### src/rtl/keypad_scanner.sv
// keypad_scanner
// Scans a 4x4 active-low matrix keypad and turns it into debounced key
// events for the front-panel control logic.
//
// Ports
//   CLOCK_50   in   1  board clock, rising edge
//   reset_n    in   1  asynchronous active-low reset
//   kpc        out  4  column selects, active-low, exactly one bit low
//   kpr        in   4  row inputs, active-low, asynchronous to CLOCK_50
//   key_code   out  4  last accepted key, 4*row + col
//   key_valid  out  1  one-cycle pulse per accepted press
//   key_held   out  1  high from press acceptance until release acceptance
//
// Debounce FSM
//   state         | meaning
//   ST_IDLE       | no key accepted, waiting for a single-key scan
//   ST_PRESS_PEND | candidate key seen, counting matching scans
//   ST_HELD       | key_code accepted and still present
//   ST_REL_PEND   | accepted key missing, counting absent scans
module keypad_scanner #(
    parameter int SCAN_DIV = 50000,
    parameter int DEBOUNCE = 4
) (
    input  logic       CLOCK_50,
    input  logic       reset_n,
    output logic [3:0] kpc,
    input  logic [3:0] kpr,
    output logic [3:0] key_code,
    output logic       key_valid,
    output logic       key_held
);

    localparam int DIV_W = (SCAN_DIV > 1) ? $clog2(SCAN_DIV) : 1;
    localparam logic [DIV_W-1:0] DWELL_LAST = DIV_W'(SCAN_DIV - 1);
    localparam int DEB_W = $clog2(DEBOUNCE + 1);
    localparam logic [DEB_W-1:0] DEB_TGT = DEB_W'(DEBOUNCE);

    typedef enum logic [1:0] {
        ST_IDLE,
        ST_PRESS_PEND,
        ST_HELD,
        ST_REL_PEND
    } state_t;

    logic [3:0]       kpr_meta_q;
    logic [3:0]       kpr_s_q;
    logic [DIV_W-1:0] dwell_q;
    logic [1:0]       col_q;
    logic [3:0]       kpc_q;
    logic [15:0]      scan_q;
    logic [15:0]      scan_d;

    logic             dwell_last;
    logic             scan_end;
    logic             img_single;
    logic [3:0]       img_key;

    state_t           state_q;
    logic [3:0]       cand_q;
    logic [DEB_W-1:0] deb_cnt_q;
    logic [DEB_W-1:0] deb_inc;
    logic [3:0]       key_code_q;
    logic             key_valid_q;
    logic             key_held_q;

    assign dwell_last = (dwell_q == DWELL_LAST);
    assign scan_end   = dwell_last && (col_q == 2'd3);
    assign deb_inc    = deb_cnt_q + DEB_W'(1);

    // Scan image including the sample taken this cycle, so the scan-end
    // classification sees column 3 without waiting an extra clock.
    always_comb begin
        scan_d = scan_q;
        if (dwell_last) begin
            for (int r = 0; r < 4; r++) begin
                scan_d[{r[1:0], col_q}] = ~kpr_s_q[r[1:0]];
            end
        end
    end

    assign img_single = (scan_d != 16'd0) && ((scan_d & (scan_d - 16'd1)) == 16'd0);

    always_comb begin
        img_key = 4'd0;
        for (int i = 0; i < 16; i++) begin
            if (scan_d[i[3:0]]) begin
                img_key = i[3:0];
            end
        end
    end

    always_ff @(posedge CLOCK_50 or negedge reset_n) begin
        if (!reset_n) begin
            kpr_meta_q <= 4'hF;
            kpr_s_q    <= 4'hF;
            dwell_q    <= '0;
            col_q      <= 2'd0;
            kpc_q      <= 4'b1110;
            scan_q     <= 16'd0;
        end else begin
            kpr_meta_q <= kpr;
            kpr_s_q    <= kpr_meta_q;
            scan_q     <= scan_d;
            if (dwell_last) begin
                dwell_q <= '0;
                col_q   <= col_q + 2'd1;
                // Rotating the low bit keeps kpc glitch-free on the pins.
                kpc_q   <= {kpc_q[2:0], kpc_q[3]};
            end else begin
                dwell_q <= dwell_q + DIV_W'(1);
            end
        end
    end

    // MULTI images fail img_single and therefore behave exactly like NONE.
    always_ff @(posedge CLOCK_50 or negedge reset_n) begin
        if (!reset_n) begin
            state_q     <= ST_IDLE;
            cand_q      <= 4'd0;
            deb_cnt_q   <= '0;
            key_code_q  <= 4'd0;
            key_valid_q <= 1'b0;
            key_held_q  <= 1'b0;
        end else begin
            key_valid_q <= 1'b0;
            if (scan_end) begin
                unique case (state_q)
                    ST_IDLE: begin
                        if (img_single) begin
                            cand_q <= img_key;
                            if (DEBOUNCE == 1) begin
                                key_code_q  <= img_key;
                                key_valid_q <= 1'b1;
                                key_held_q  <= 1'b1;
                                deb_cnt_q   <= '0;
                                state_q     <= ST_HELD;
                            end else begin
                                deb_cnt_q <= DEB_W'(1);
                                state_q   <= ST_PRESS_PEND;
                            end
                        end
                    end
                    ST_PRESS_PEND: begin
                        if (img_single && (img_key == cand_q)) begin
                            if (deb_inc == DEB_TGT) begin
                                key_code_q  <= cand_q;
                                key_valid_q <= 1'b1;
                                key_held_q  <= 1'b1;
                                deb_cnt_q   <= '0;
                                state_q     <= ST_HELD;
                            end else begin
                                deb_cnt_q <= deb_inc;
                            end
                        end else if (img_single) begin
                            cand_q    <= img_key;
                            deb_cnt_q <= DEB_W'(1);
                        end else begin
                            deb_cnt_q <= '0;
                            state_q   <= ST_IDLE;
                        end
                    end
                    ST_HELD: begin
                        if (!(img_single && (img_key == key_code_q))) begin
                            if (DEBOUNCE == 1) begin
                                key_held_q <= 1'b0;
                                deb_cnt_q  <= '0;
                                state_q    <= ST_IDLE;
                            end else begin
                                deb_cnt_q <= DEB_W'(1);
                                state_q   <= ST_REL_PEND;
                            end
                        end
                    end
                    ST_REL_PEND: begin
                        if (img_single && (img_key == key_code_q)) begin
                            deb_cnt_q <= '0;
                            state_q   <= ST_HELD;
                        end else if (deb_inc == DEB_TGT) begin
                            key_held_q <= 1'b0;
                            deb_cnt_q  <= '0;
                            state_q    <= ST_IDLE;
                        end else begin
                            deb_cnt_q <= deb_inc;
                        end
                    end
                    default: begin
                        deb_cnt_q <= '0;
                        state_q   <= ST_IDLE;
                    end
                endcase
            end
        end
    end

    assign kpc       = kpc_q;
    assign key_code  = key_code_q;
    assign key_valid = key_valid_q;
    assign key_held  = key_held_q;

endmodule

### config.mk
export PLATFORM = sky130hd
export DESIGN_NAME = keypad_scanner
export DESIGN_NICKNAME = d
export VERILOG_FILES = /design/src/rtl/keypad_scanner.sv
export SDC_FILE = /design/constraint.sdc
export NUM_CORES = 1
export LEC_CHECK = 0
export ABC_AREA = 1
export CORE_AREA = 2 2 124 90
export DETAILED_ROUTE_END_ITERATION = 8
export DIE_AREA = 0 0 126 92
export GPL_TIMING_DRIVEN = 0
export PLACE_DENSITY_LB_ADDON = 0.25
export SLEW_MARGIN = 20
export SYNTH_ARGS = -nofsm -noshare
export SYNTH_HDL_FRONTEND = slang
export SYNTH_SLANG_ARGS = --single-unit
### constraint.sdc
create_clock -name CLOCK_50 -period 2.7 [get_ports CLOCK_50]
set_clock_uncertainty 0.1 [all_clocks]
set_input_delay 0.27 -clock CLOCK_50 [delete_from_list [all_inputs] [get_ports CLOCK_50]]
set_output_delay 0.27 -clock CLOCK_50 [all_outputs]
set_load 0.02 [all_outputs]
==> summary.txt <==
Synthesis
  • Cells after Synth: 506
  • Library cells used by synthesis: 40
  • Post-synth EDFFs: 0
  • Synth Area in Simple Gates: 37.4%
  • Mapped Area: 3740 um2
  • Syn avg cell area: 7.40 um2
  • Synth Area in Compound Gates: 8.55%
  • Synth Area in XOR/XNOR: 1.17%
  • Flops & latches, synth: 61
  • Largest family of logic cells by synthesized area: simple AND/OR/NAND/NOR gates
  • Yosys warning count: 0
  • Most used DFF post-synth: dfrtp_1
  • Async set-reset flop share out of synthesis: 100%
  • Multiplexer share of the synthesized area: 0%
  • Sequential share of the synthesized area: 41.1%
  • Post-synthesis adder-cell area fraction: 2.34%
  • Post-synth net total: 519

Run
  • Max-Cap Viols: 0

Global route
  • Vias in the first global route: 3129
  • First-pass GRT wire length: 14.6 mm
  • Grt ovf: 0
  • Initial antenna violation count: 0
  • Total track usage: 15.8%
  • Largest net degree at the start of global routing: 33

STA
  • Fin crit share: 112%
  • WHS: 0.236 ns
  • Slew @ Worst Pin: 0.527 ns
  • Final setup fails: 15
  • Hold Vio Cnt, Final: 0
  • Setup TNS Final: -4.29 ns
  • Slew HR: 64.6%
  • Final min period: 3.02 ns
  • Fmax: 332 MHz
  • Unrepaired setup endpoints after global routing: true
  • Worst setup margin: -0.316 ns
  • Slew Limit Fails: 0

Pwr
  • Pwr dens: 444 nW/um2
  • Static leakage: 2.56 nW
  • Worst VDD drop: 364 uV

Clocking
  • Clock sink total: 61
  • CTS buffer count: 9
  • CTS tree: yes
  • Clock Latency Late Sink: 0.34 ns
  • Worst-path clk slew: 0.06 ns
  • CTS Buffer Depth: 2
  • Clock Tree Root: clkbuf_16
  • H-tree levels: 3

Placement
  • Post-DP HPWL: 5.97 mm
  • Dpl ws: -0.406 ns
  • GP Congestion: 0.876
  • # port buffers: 15

Die
  • Die H: 92 um
  • Initial core utilization: 35.4%
  • Number of I/O pins: 16
  • DIE WIDTH: 126 um
  • Die area: 11600 um2
  • Core box area: 10600 um2
  • Site Rows: 32

Status
  • Status: complete, but fails checks
  • Violated checks: setup timing

Setup path
  • Worst Path Arrival: 3.14 ns
  • Worst Setup SP: dwell_q[1]$_DFF_PN0_
  • R2r startpoint: dwell_q[1]$_DFF_PN0_
  • Setup crit end kind: register
  • Crit Path Max Fanout: 5
  • Startpoint class of the critical path: register
  • Setup CP Type: reg -> reg
  • Worst endpoint required time: 2.82 ns

Drt
  • 1st-iter DRT viols: 193
  • Via-per-instance ratio: 4.68
  • Via count: 3274
  • Iteration count of the initial detailed-routing pass: 5
  • Remaining antenna violation count: 0
  • Routed WL: 8.62 mm
  • DR WL/cell: 12.3 um
  • Drt drc: 0

Layout
  • Commonest cells after routing, fill and taps aside: nand2_1, inv_1, dfrtp_1
  • Most common cell after layout, fill and taps aside: nand2_1
  • Area grow syn2layout: 32.8%
  • Final #Nets: 572
  • Ant. Diodes: 0
  • Share of layout cells above drive strength 1: 29.6%

Hold path
  • Start point of the worst hold path: kpr[1]
  • Worst min-delay path category: in -> reg
[registers in the layout, indices dropped and copies added (netlist names)]
name and count:
kpr_meta_q 4, cand_q 4, deb_cnt_q 3, kpr_s_q 4, kpc 4, key_held 1, state_q 2, scan_q 16
key_valid 1, dwell_q 16, col_q 2, key_code 4
[layout make-up]
cell class / instances / area (um2)
multi-input cells: 360 / 2160
plain buffers: 6 / 58.8
well taps: 136 / 170
clock inverters: 7 / 98.8
repair buffers: 42 / 407
flip-flops and latches: 61 / 1540
fillers: 1049 / 5600
clock buffers: 9 / 225
inverters: 79 / 312
[report_power, final]
group / switching, mW / internal (mW) / leakage, nW
sequential: 0.00458 / 0.926 / 0.799
combinational: 0.0218 / 0.0110 / 1.60
clock: 0.434 / 0.811 / 0.156
[stage by stage]
stage               area, um2  util (%)  total power [mW]  std cells
floorplan                3790         -             0.947        506
global placement         4110      38.9             0.975        657
detailed placement       4130      39.1             0.979        658
CTS                      4740      44.8              2.25        692
global route             4970      47.1              2.29        700
finish                   4970      47.1              2.21        700
[final timing paths]
path	to	slack (ns)	cells past startpoint
max	state_q[1]$_DFFE_PN0P_	-0.32	23
min	kpr_meta_q[1]$_DFF_PN1_	0.24	1
max reg2reg	state_q[1]$_DFFE_PN0P_	-0.32	23
min reg2reg	kpr_s_q[3]$_DFF_PN1_	0.26	0
max in group asynchronous	kpr_s_q[0]$_DFF_PN1_	1.61	3
min in group asynchronous	scan_q[11]$_DFF_PN0_	0.31	2
[logic make-up after synthesis]
group / after synthesis
flops: 61
compound gates: 51
xor+xnor: 5
simple gates: 297
fa+ha+maj: 7
buf+inv: 85
[layer usage]
layer	vias up	track usage (%)	share of wire (%)
met2	40	23.4	44
met1	1535	22.3	52
met3	9	4.96	2.7
li1	1690	-	-
met4	0	4.49	1.2
met5	-	0	0
[timing repair]
item | CTS | global route
setup endpoints to repair | 15 | 16
pin swaps | 28 | 30
hold buffers | 1 | 0
setup buffers | 16 | 7
resized for setup | 33 | 38
endpoints found under the hold margin | 25 | 0
cloned | 1 | 1
[worst max-delay path, stage by stage, from the launching register on]
cell and delay [ns]:
dfrtp_1 0.39, ha_4 0.16, nand3_4 0.09, nor2_4 0.14, nand2_4 0.11, buf_12 0.16, nor2_4 0.14, o21ai_4 0.08
nor2_4 0.19, nand2_4 0.10, nor2_4 0.15, nand2_1 0.08, nand2_2 0.08, nand3_1 0.10, nor2_2 0.10, nand3_1 0.08
nor2_1 0.09, nand2_1 0.10, nor2_4 0.12, nor2_2 0.07, nor2_4 0.12, nand2_2 0.06, nand2_1 0.05, nand2_1 0.05
[synthesized netlist by cell type, types with 6 or more instances]
master | number | area, um2
o21ai_2 | 12 | 105
dfstp_2 | 11 | 289
nor3_1 | 6 | 30.0
dfrtp_1 | 50 | 1250
nor2_4 | 6 | 67.6
ha_1 | 7 | 87.6
nor2_1 | 48 | 180
inv_2 | 8 | 30.0
o21ai_0 | 23 | 115
nand3_1 | 30 | 150
a21oi_1 | 9 | 45.0
nor2_2 | 10 | 62.6
nand2_2 | 11 | 68.8
nand4_1 | 6 | 37.5
nand2_1 | 158 | 593
inv_1 | 67 | 251
No activity file was read; power rests on OpenSTA's default activity.
